--- config.mk ---
export PLATFORM = sky130hd
export DESIGN_NAME = hit_input_encoder
export DESIGN_NICKNAME = d
export VERILOG_FILES = /design/src/rtl/hit_input_encoder.sv
export SDC_FILE = /design/constraint.sdc
export NUM_CORES = 1
export LEC_CHECK = 0
export CAP_MARGIN = 20
export CORE_AREA = 2 2 59 83
export DETAILED_ROUTE_END_ITERATION = 8
export DIE_AREA = 0 0 61 85
export GPL_ROUTABILITY_DRIVEN = 0
export PLACE_DENSITY_LB_ADDON = 0.1
export SLEW_MARGIN = 30
export SYNTH_ARGS = -nofsm -noshare
export SYNTH_HDL_FRONTEND = slang
export SYNTH_SLANG_ARGS = --single-unit
--- constraint.sdc ---
create_clock -name clock -period 4.5 [get_ports clock]
set_input_delay 0.9 -clock clock [delete_from_list [all_inputs] [get_ports clock]]
set_output_delay 0.9 -clock clock [all_outputs]
set_load 0.1 [all_outputs]
--- src/rtl/hit_input_encoder.sv ---
// -----------------------------------------------------------------------------
// hit_input_encoder
//
// Front end of the mole match logic. Takes the byte stream from the PS/2
// receiver (scan code set 2) and turns it into:
//   - a one-cycle 3-bit hit code (1..5) for a fresh press of a mole key,
//   - a one-cycle start pulse for a fresh press of the space bar,
//   - a level per mole key showing which keys are currently down.
//
// Make codes are acted on, break codes (F0 prefix) release keys, and extended
// codes (E0 prefix) are swallowed. Typematic repeats are suppressed because a
// make for a key that is already down is ignored. After each emitted hit a
// short cooldown drops further hit makes, so one press scores exactly once.
//
// Parameters:
//   COOLDOWN       cycles after an emitted hit during which hit makes are
//                  dropped (0 disables the cooldown)
//   PREFIX_TIMEOUT idle cycles allowed in a prefix state before the partial
//                  sequence is abandoned (must be >= 1)
//
// Ports:
//   clock        in   1  system clock
//   reset        in   1  asynchronous, active-high
//   scan_code    in   8  received PS/2 byte, valid when scan_valid=1
//   scan_valid   in   1  one-cycle strobe per received byte
//   enable       in   1  game active; gates hit emission only
//   hit_code     out  3  registered; 1..5 for one cycle on an accepted hit
//   start_pulse  out  1  registered; one-cycle pulse on a fresh space make
//   key_held     out  5  bit k set while mole key k+1 is down
// -----------------------------------------------------------------------------
module hit_input_encoder #(
    parameter int COOLDOWN       = 4,
    parameter int PREFIX_TIMEOUT = 1000
) (
    input  logic       clock,
    input  logic       reset,
    input  logic [7:0] scan_code,
    input  logic       scan_valid,
    input  logic       enable,
    output logic [2:0] hit_code,
    output logic       start_pulse,
    output logic [4:0] key_held
);

    localparam logic [7:0] SC_EXT   = 8'hE0;
    localparam logic [7:0] SC_BREAK = 8'hF0;
    localparam logic [7:0] SC_SPACE = 8'h29;

    // The timeout counter only ever holds 0..PREFIX_TIMEOUT-1; the cycle on
    // which it would reach PREFIX_TIMEOUT is the cycle that leaves the prefix.
    localparam int TMO_W = (PREFIX_TIMEOUT > 1) ? $clog2(PREFIX_TIMEOUT) : 1;
    localparam int CD_W  = (COOLDOWN > 0) ? $clog2(COOLDOWN + 1) : 1;

    localparam logic [TMO_W-1:0] TMO_LAST = TMO_W'(PREFIX_TIMEOUT - 1);
    localparam logic [CD_W-1:0]  CD_LOAD  = CD_W'(COOLDOWN);

    typedef enum logic [1:0] {
        WAIT_CODE = 2'd0,
        GOT_E0    = 2'd1,
        GOT_F0    = 2'd2,
        GOT_E0F0  = 2'd3
    } state_t;

    // Mole key lookup: returns 1..5 for a mapped key, 0 otherwise.
    function automatic logic [2:0] f_key_index(input logic [7:0] code);
        logic [2:0] idx;
        idx = 3'd0;
        case (code)
            8'h16:   idx = 3'd1;
            8'h1E:   idx = 3'd2;
            8'h26:   idx = 3'd3;
            8'h25:   idx = 3'd4;
            8'h2E:   idx = 3'd5;
            default: idx = 3'd0;
        endcase
        return idx;
    endfunction

    // One-hot key_held position for a key index (index 0 gives no bit).
    function automatic logic [4:0] f_key_mask(input logic [2:0] idx);
        logic [4:0] mask;
        mask = 5'b00000;
        case (idx)
            3'd1:    mask = 5'b00001;
            3'd2:    mask = 5'b00010;
            3'd3:    mask = 5'b00100;
            3'd4:    mask = 5'b01000;
            3'd5:    mask = 5'b10000;
            default: mask = 5'b00000;
        endcase
        return mask;
    endfunction

    state_t           r_state;
    state_t           w_state_next;
    logic [TMO_W-1:0] r_tmo;
    logic [TMO_W-1:0] w_tmo_next;
    logic             w_make;
    logic             w_break;

    logic [4:0]       r_key_held;
    logic             r_space_held;
    logic [CD_W-1:0]  r_cooldown;
    logic [2:0]       r_hit_code;
    logic             r_start_pulse;

    logic [2:0]       w_key_idx;
    logic [4:0]       w_key_mask;
    logic             w_fresh_key_make;
    logic             w_emit_hit;
    logic             w_space_make;
    logic             w_space_break;
    logic [4:0]       w_set_mask;
    logic [4:0]       w_clr_mask;

    // -------------------------------------------------------------------------
    // Prefix decoder: state register
    // -------------------------------------------------------------------------
    always_ff @(posedge clock or posedge reset) begin
        if (reset) begin
            r_state <= WAIT_CODE;
            r_tmo   <= '0;
        end else begin
            r_state <= w_state_next;
            r_tmo   <= w_tmo_next;
        end
    end

    // -------------------------------------------------------------------------
    // Prefix decoder: next state and byte classification
    // -------------------------------------------------------------------------
    always_comb begin
        w_state_next = r_state;
        w_tmo_next   = '0;
        w_make       = 1'b0;
        w_break      = 1'b0;

        if (scan_valid) begin
            case (r_state)
                WAIT_CODE: begin
                    if (scan_code == SC_EXT) begin
                        w_state_next = GOT_E0;
                    end else if (scan_code == SC_BREAK) begin
                        w_state_next = GOT_F0;
                    end else begin
                        w_make = 1'b1;
                    end
                end
                GOT_E0: begin
                    // Extended makes are not game keys; only E0 F0 continues.
                    w_state_next = (scan_code == SC_BREAK) ? GOT_E0F0 : WAIT_CODE;
                end
                GOT_F0: begin
                    w_break      = 1'b1;
                    w_state_next = WAIT_CODE;
                end
                GOT_E0F0: begin
                    w_state_next = WAIT_CODE;
                end
                default: begin
                    w_state_next = WAIT_CODE;
                end
            endcase
        end else if (r_state != WAIT_CODE) begin
            // Idle cycle inside a prefix: count it, and give up on the
            // partial sequence once the limit is reached.
            if (r_tmo == TMO_LAST) begin
                w_state_next = WAIT_CODE;
            end else begin
                w_tmo_next = r_tmo + 1'b1;
            end
        end
    end

    // -------------------------------------------------------------------------
    // Key tracking and emission decisions
    // -------------------------------------------------------------------------
    always_comb begin
        w_key_idx  = f_key_index(scan_code);
        w_key_mask = f_key_mask(w_key_idx);

        // A make for a key already down is a typematic repeat.
        w_fresh_key_make = w_make && (w_key_mask != 5'b00000)
                           && ((r_key_held & w_key_mask) == 5'b00000);
        w_emit_hit       = w_fresh_key_make && enable && (r_cooldown == '0);

        w_space_make  = w_make  && (scan_code == SC_SPACE) && !r_space_held;
        w_space_break = w_break && (scan_code == SC_SPACE);

        w_set_mask = w_fresh_key_make ? w_key_mask : 5'b00000;
        w_clr_mask = w_break          ? w_key_mask : 5'b00000;
    end

    // -------------------------------------------------------------------------
    // Registered outputs, held-key state and cooldown
    // -------------------------------------------------------------------------
    always_ff @(posedge clock or posedge reset) begin
        if (reset) begin
            r_key_held    <= 5'b00000;
            r_space_held  <= 1'b0;
            r_cooldown    <= '0;
            r_hit_code    <= 3'd0;
            r_start_pulse <= 1'b0;
        end else begin
            // A byte is either a make or a break, never both.
            r_key_held <= (r_key_held | w_set_mask) & ~w_clr_mask;

            if (w_space_make) begin
                r_space_held <= 1'b1;
            end else if (w_space_break) begin
                r_space_held <= 1'b0;
            end

            // Load wins over the decrement.
            if (w_emit_hit) begin
                r_cooldown <= CD_LOAD;
            end else if (r_cooldown != '0) begin
                r_cooldown <= r_cooldown - 1'b1;
            end

            // Outputs are rewritten every cycle, so each event is one cycle
            // wide even when two hits land on adjacent cycles.
            r_hit_code    <= w_emit_hit ? w_key_idx : 3'd0;
            r_start_pulse <= w_space_make;
        end
    end

    assign hit_code    = r_hit_code;
    assign start_pulse = r_start_pulse;
    assign key_held    = r_key_held;

endmodule

## Yosys cells after proc, flatten, opt, wreduce, memory -nomap -nowiden

Cells that the tools add are included.

| cells by class | value |
|---|---|
| multiplexer cells | 25 |
| bitwise operators | 4 |
| eq/ne operators | 18 |
| shift operators | 0 |
| $add $sub $neg | 2 |
| $lt $le $gt $ge | 0 |
| reductions and logical operators | 20 |
| $mul | 0 |
| div/mod/pow operators | 0 |

Operators by type and width:

| operator | count |
|---|---|
| $eq 8x6->1 const B | 4 |
| $mux 10 | 3 |
| $pmux 5 s5 | 1 |
| $eq 8x5->1 const B | 2 |
| $eq 8x8->1 const B | 2 |
| $pmux 3 s5 | 1 |
| $mux 2 | 6 |
| $add 10x1->10 const B | 1 |
| $and 5x5->5 | 2 |
| $eq 10x10->1 const B | 1 |
| $mux 5 | 2 |
| $reduce_bool 2->1 | 5 |
| $mux 3 | 3 |
| $mux 1 | 8 |
| $logic_and 1x1->1 | 7 |
| $eq 3x2->1 const B | 2 |
| $eq 3x3->1 const B | 2 |
| $pmux 2 s3 | 1 |
| $logic_not 5->1 | 1 |
| $not 5->5 | 1 |
| $or 5x5->5 | 1 |
| $reduce_bool 5->1 | 1 |
| $eq 2x2->1 const B | 2 |
| $ne 4x4->1 const B | 1 |
| other kinds (9) | 9 |

| word-level totals | value |
|---|---|
| register bits | 25 |
| output and inout port bits | 9 |
| latch bits | 0 |
| input bits | 12 |
| bits in read-only memories | 0 |
| word-level logic and storage cells | 76 |
| memory bits (writable) | 0 |
| memories | 0 |

## Depth between registers and ports, before layout

| depth | value |
|---|---|
| depth after elaboration | 10 |
| depth in mapped cells | 11 |
| gate-level depth less buffers | 10 |

## Worst setup path after synthesis

OpenSTA, ideal clock, no wires.

| path | value |
|---|---|
| kind | input-to-reg |
| start | input port scan_code[3] |
| end | register r_cooldown[0] |
| required time | 4.380 ns |
| slack | 1.594 ns |
| stages on the path | 10 |
| data arrival time | 2.786 ns |
| cells stage by stage | buf_2 nor3b_1 or2_2 nand2_1 ha_1 nor3b_2 nand4_1 o221ai_2 o2111ai_1 a31o_1 |

| between the ends | value |
|---|---|
| word-level cells in the longest chain between the ends | 10 |
| elaborated cells on any way between the ends | 27 |
| classes of those cells | eq/ne: 12; mux: 7; bitwise: 1; reduce/logical: 7 |

Ends and longest elaborated chain:

| item | line | text |
|---|---|---|
| from (decl) | 37 | `input logic [7:0] scan_code,` |
| $eq 8x6->1 (tied with other cells) | 68 | `case (code)` |
| $pmux 3 s5 or $mux 1 (tied branches) | 68, 143 |  |
| $eq 3x3->1 (tied with other cells) | 83 | `case (idx)` |
| $pmux 5 s5 or $mux 1 (tied branches) | 83, 139 |  |
| $and 5x5->5 (tied with other cells) | 184 | `&& ((r_key_held & w_key_mask) == 5'b00000);` |
| $logic_not 5->1 or $logic_and 1x1->1 (tied branches) | 184, 183 |  |
| $logic_and 1x1->1 (*) | 184 |  |
| $logic_and 1x1->1 (*) (2 in series) | 185 | `w_emit_hit = w_fresh_key_make && enable && (r_cooldown == '0);` |
| $mux 3 or $reduce_bool 2->1 (tied branches) | n/a |  |
| to (signal assigned) | 218 | `r_cooldown <= r_cooldown - 1'b1;` |
| to (decl) | 103 | `logic [CD_W-1:0] r_cooldown;` |

Every way passes the cells marked *; elsewhere a longest branch is shown, timed or not.
A chain may end at the register's enable or synchronous reset.

## Worst setup path in the final report

| path | value |
|---|---|
| start | input port scan_code[1] |
| end | register r_cooldown[1] |

The elaborated chain is that of the path after synthesis.

==> flow_summary.json <==
{
  "status": "completed",
  "via_per_inst": 5.084,
  "clockBufferDepth": 2,
  "fin_util_pct": 40.57,
  "insertedDiodeCount": 0,
  "fin_crit_ps": 3563,
  "tritoncts": "built",
  "cts.reportedPaths.clkPinSlew_ps": 90,
  "dp.cells": 235,
  "antenna_found_initial": 0,
  "die_h_um": 85,
  "required_ps": 4670,
  "drive_gt1_share_pct": 10.17,
  "min-delay-path-class": "reg -> reg",
  "setup.worst_path.end_class": "flip-flop",
  "gr-total-overflow": 0,
  "synth_area_sq_um": 1494,
  "ys_seq_area_share_pct": 41.88,
  "cap_violations": 0,
  "synth_cell_type_count": 42,
  "powerDensity_nw_per_um2": 269.7,
  "drc": 0,
  "fmax_mhz": 280.7,
  "synth_top_area_cell": "dfrtp_1",
  "tns_ps": 0,
  "rsz0062_at_grt": "no",
  "root_buffer": "clkbuf_8",
  "yosys_warnings": 0,
  "cts_setup_buffers": 0,
  "synth_top_area_share_pct": 41.88,
  "synth-edff-count": 0,
  "post_cts_resized": 0,
  "insertion_delay_ps": 270,
  "final_hold_viol_count": 0,
  "arrival_ps": 3730,
  "synth_area_leaders": "dfrtp_1 42%, nor2_1 5.8%, nand2_1 3.5%, ha_1 3.4%, o2111ai_1 2.9%",
  "postSynthAreaPerCell_sq_um": 9.638,
  "cts_hold_buf": 0,
  "drv_slew": 0,
  "vias": 1215,
  "syn_nets": 171,
  "fin_crit_sh_pct": 79.17,
  "synthFlopType": "dfrtp_1",
  "vdd_drop_max_mv": 0.2133,
  "die-width_um": 61,
  "grt_pass1_vias": 1198,
  "io_pins": 21,
  "p_leak_uw": 0.0007006,
  "crit_type": "in -> reg",
  "initial_core_util_pct": 33.47,
  "wirelength_um": 3226,
  "maxSlewHeadroom_pct": 35.05,
  "cts.sinks": 25,
  "drt_iter0_drc": 58,
  "setup_ws_ps": 937.2,
  "cts_made_buffers": 3,
  "grt_max_degree": 26,
  "fin_cells": 239,
  "fin_skew_ps": 2.421,
  "start_kind": "input pin",
  "nFillCells": 467,
  "synthToLayoutAreaGrowth_pct": 21.19,
  "routedWlPerCell_um": 13.50,
  "die_area_sq_um": 5185,
  "track_usage_pct": 13.98,
  "final_area_sq_um": 1810,
  "critPathMaxFanout": 8,
  "ys_async_sr_fraction_pct": 100.0,
  "tightest_slew_ps": 971.2,
  "nets": 194,
  "synth_cells": 155,
  "core_area_sq_um": 4463,
  "grt_pass1_wl_um": 5499,
  "dpl.hpwl_um": 2465,
  "placed_cell_area_sq_um": 1762,
  "post-place-ws_ps": 662.0,
  "ant_nets": 0,
  "port_buffers": 20,
  "cts_max_level": 1,
  "core.rowCount": 29,
  "ys_ff_latch": 25,
  "dr.pass1.iters": 4,
  "setup_viol": 0
}
-- sequential cells by signal, summed over array words and instances, names as in the netlist --
register and cells:
r_state 2, key_held 5, r_cooldown 3, start_pulse 1, r_space_held 1, r_tmo 10
hit_code 3
-- layout by cell type (no fill, tap or decap), types with 4 or more instances in the layout --
| cell | n |
|---|---|
| nand2_1 | 14 |
| ha_1 | 4 |
| nor2b_1 | 6 |
| xnor2_1 | 5 |
| nand4_1 | 5 |
| a21oi_1 | 7 |
| o2111ai_1 | 5 |
| nor3b_1 | 4 |
| xor2_1 | 4 |
| dfrtp_1 | 25 |
| inv_1 | 5 |
| nor2_1 | 23 |
| clkdlybuf4s50_1 | 20 |
-- logic make-up (layout without fill, tap and decap cells) --
group / after synthesis / after routing / share of synthesized area (%)
adders and majority gates: 4 / 4 / 3.350
AOI/OAI and AO/OA: 29 / 29 / 15.24
and+or+nand+nor: 76 / 76 / 28.56
xor gates and xnor gates: 9 / 9 / 5.276
muxes: 4 / 4 / 3.518
buffers and inverters: 8 / 30 / 2.177
DFF: 25 / 25 / 41.88
-- metrics by stage --
| step | total power, uW | hold WS [ps] |
|---|---|---|
| floorplan | 326.9 | 422.3 |
| global placement | 352.8 | 442.8 |
| detailed placement | 356.2 | 449.5 |
| CTS | 497.9 | 463.3 |
| global route | 521.6 | 498.4 |
| finish | 488.2 | 455.9 |
-- metal layers --
metal	routed length [um]	global-route usage, %	vias to the layer above
li1	-	-	598
met1	1426	17.08	602
met2	1659	23.46	11
met3	86	2.439	4
met4	53	5.929	0
met5	0	0	-
-- cell type report --
cell class | instances | area [sq um] | area share, %
clock buffers | 3 | 41.29 | 2.281
clock inverters | 1 | 7.507 | 0.4147
inverters | 6 | 22.52 | 1.244
multi-input cells | 122 | 835.8 | 46.16
flip-flops and latches | 25 | 625.6 | 34.55
well taps | 62 | 77.57 | 4.285
repair buffers | 20 | 200.2 | 11.06
-- final timing paths --
| check | depth (start not counted) | endpoint | slack (ps) | startpoint |
|---|---|---|---|---|
| setup / recovery | 11 | r_cooldown[1] | 940 | scan_code[1] |
| hold / removal | 1 | start_pulse | 460 | r_space_held |
| setup reg to reg | 5 | r_cooldown[1] | 2760 | r_state[1] |
| hold reg to reg | 1 | start_pulse | 460 | r_space_held |
| max in group asynchronous | 2 | key_held[2] | 3170 | reset |
| min in group asynchronous | 2 | r_cooldown[2] | 980 | reset |
-- cells in the mapped netlist (2+ instances only) --
cell type,n
ha_1,4
nand4_1,5
o21ai_2,2
nand3_1,3
xnor2_1,5
o21ai_0,3
or2_2,3
nor2_1,23
a31oi_1,2
nand2b_1,2
and2_1,2
mux2i_1,3
xor2_1,4
nand2_1,14
buf_2,2
nor3b_2,2
a31o_1,2
nand3b_1,2
o2111ai_1,5
nor2b_1,6
nor3b_1,4
dfrtp_1,25
inv_1,6
and3b_1,2
a21oi_1,7
-- critical path, cell delays in order --
cell	delay, ps
clkdlybuf4s50_1	540
nor2b_1	430
nand2_1	140
o21ai_0	100
nand3_1	140
ha_1	270
nor3b_2	360
nand4_1	160
o221ai_2	270
o2111ai_1	180
a31o_1	250
-- power by group --
group	switching (uW)	leakage (uW)	internal, uW
registers	10.4	0.000338	240
clock network	76.1	0.0000217	62.8
logic	50.4	0.000341	48.2
total	137	0.000701	351
(Power assumes the default switching activity.)
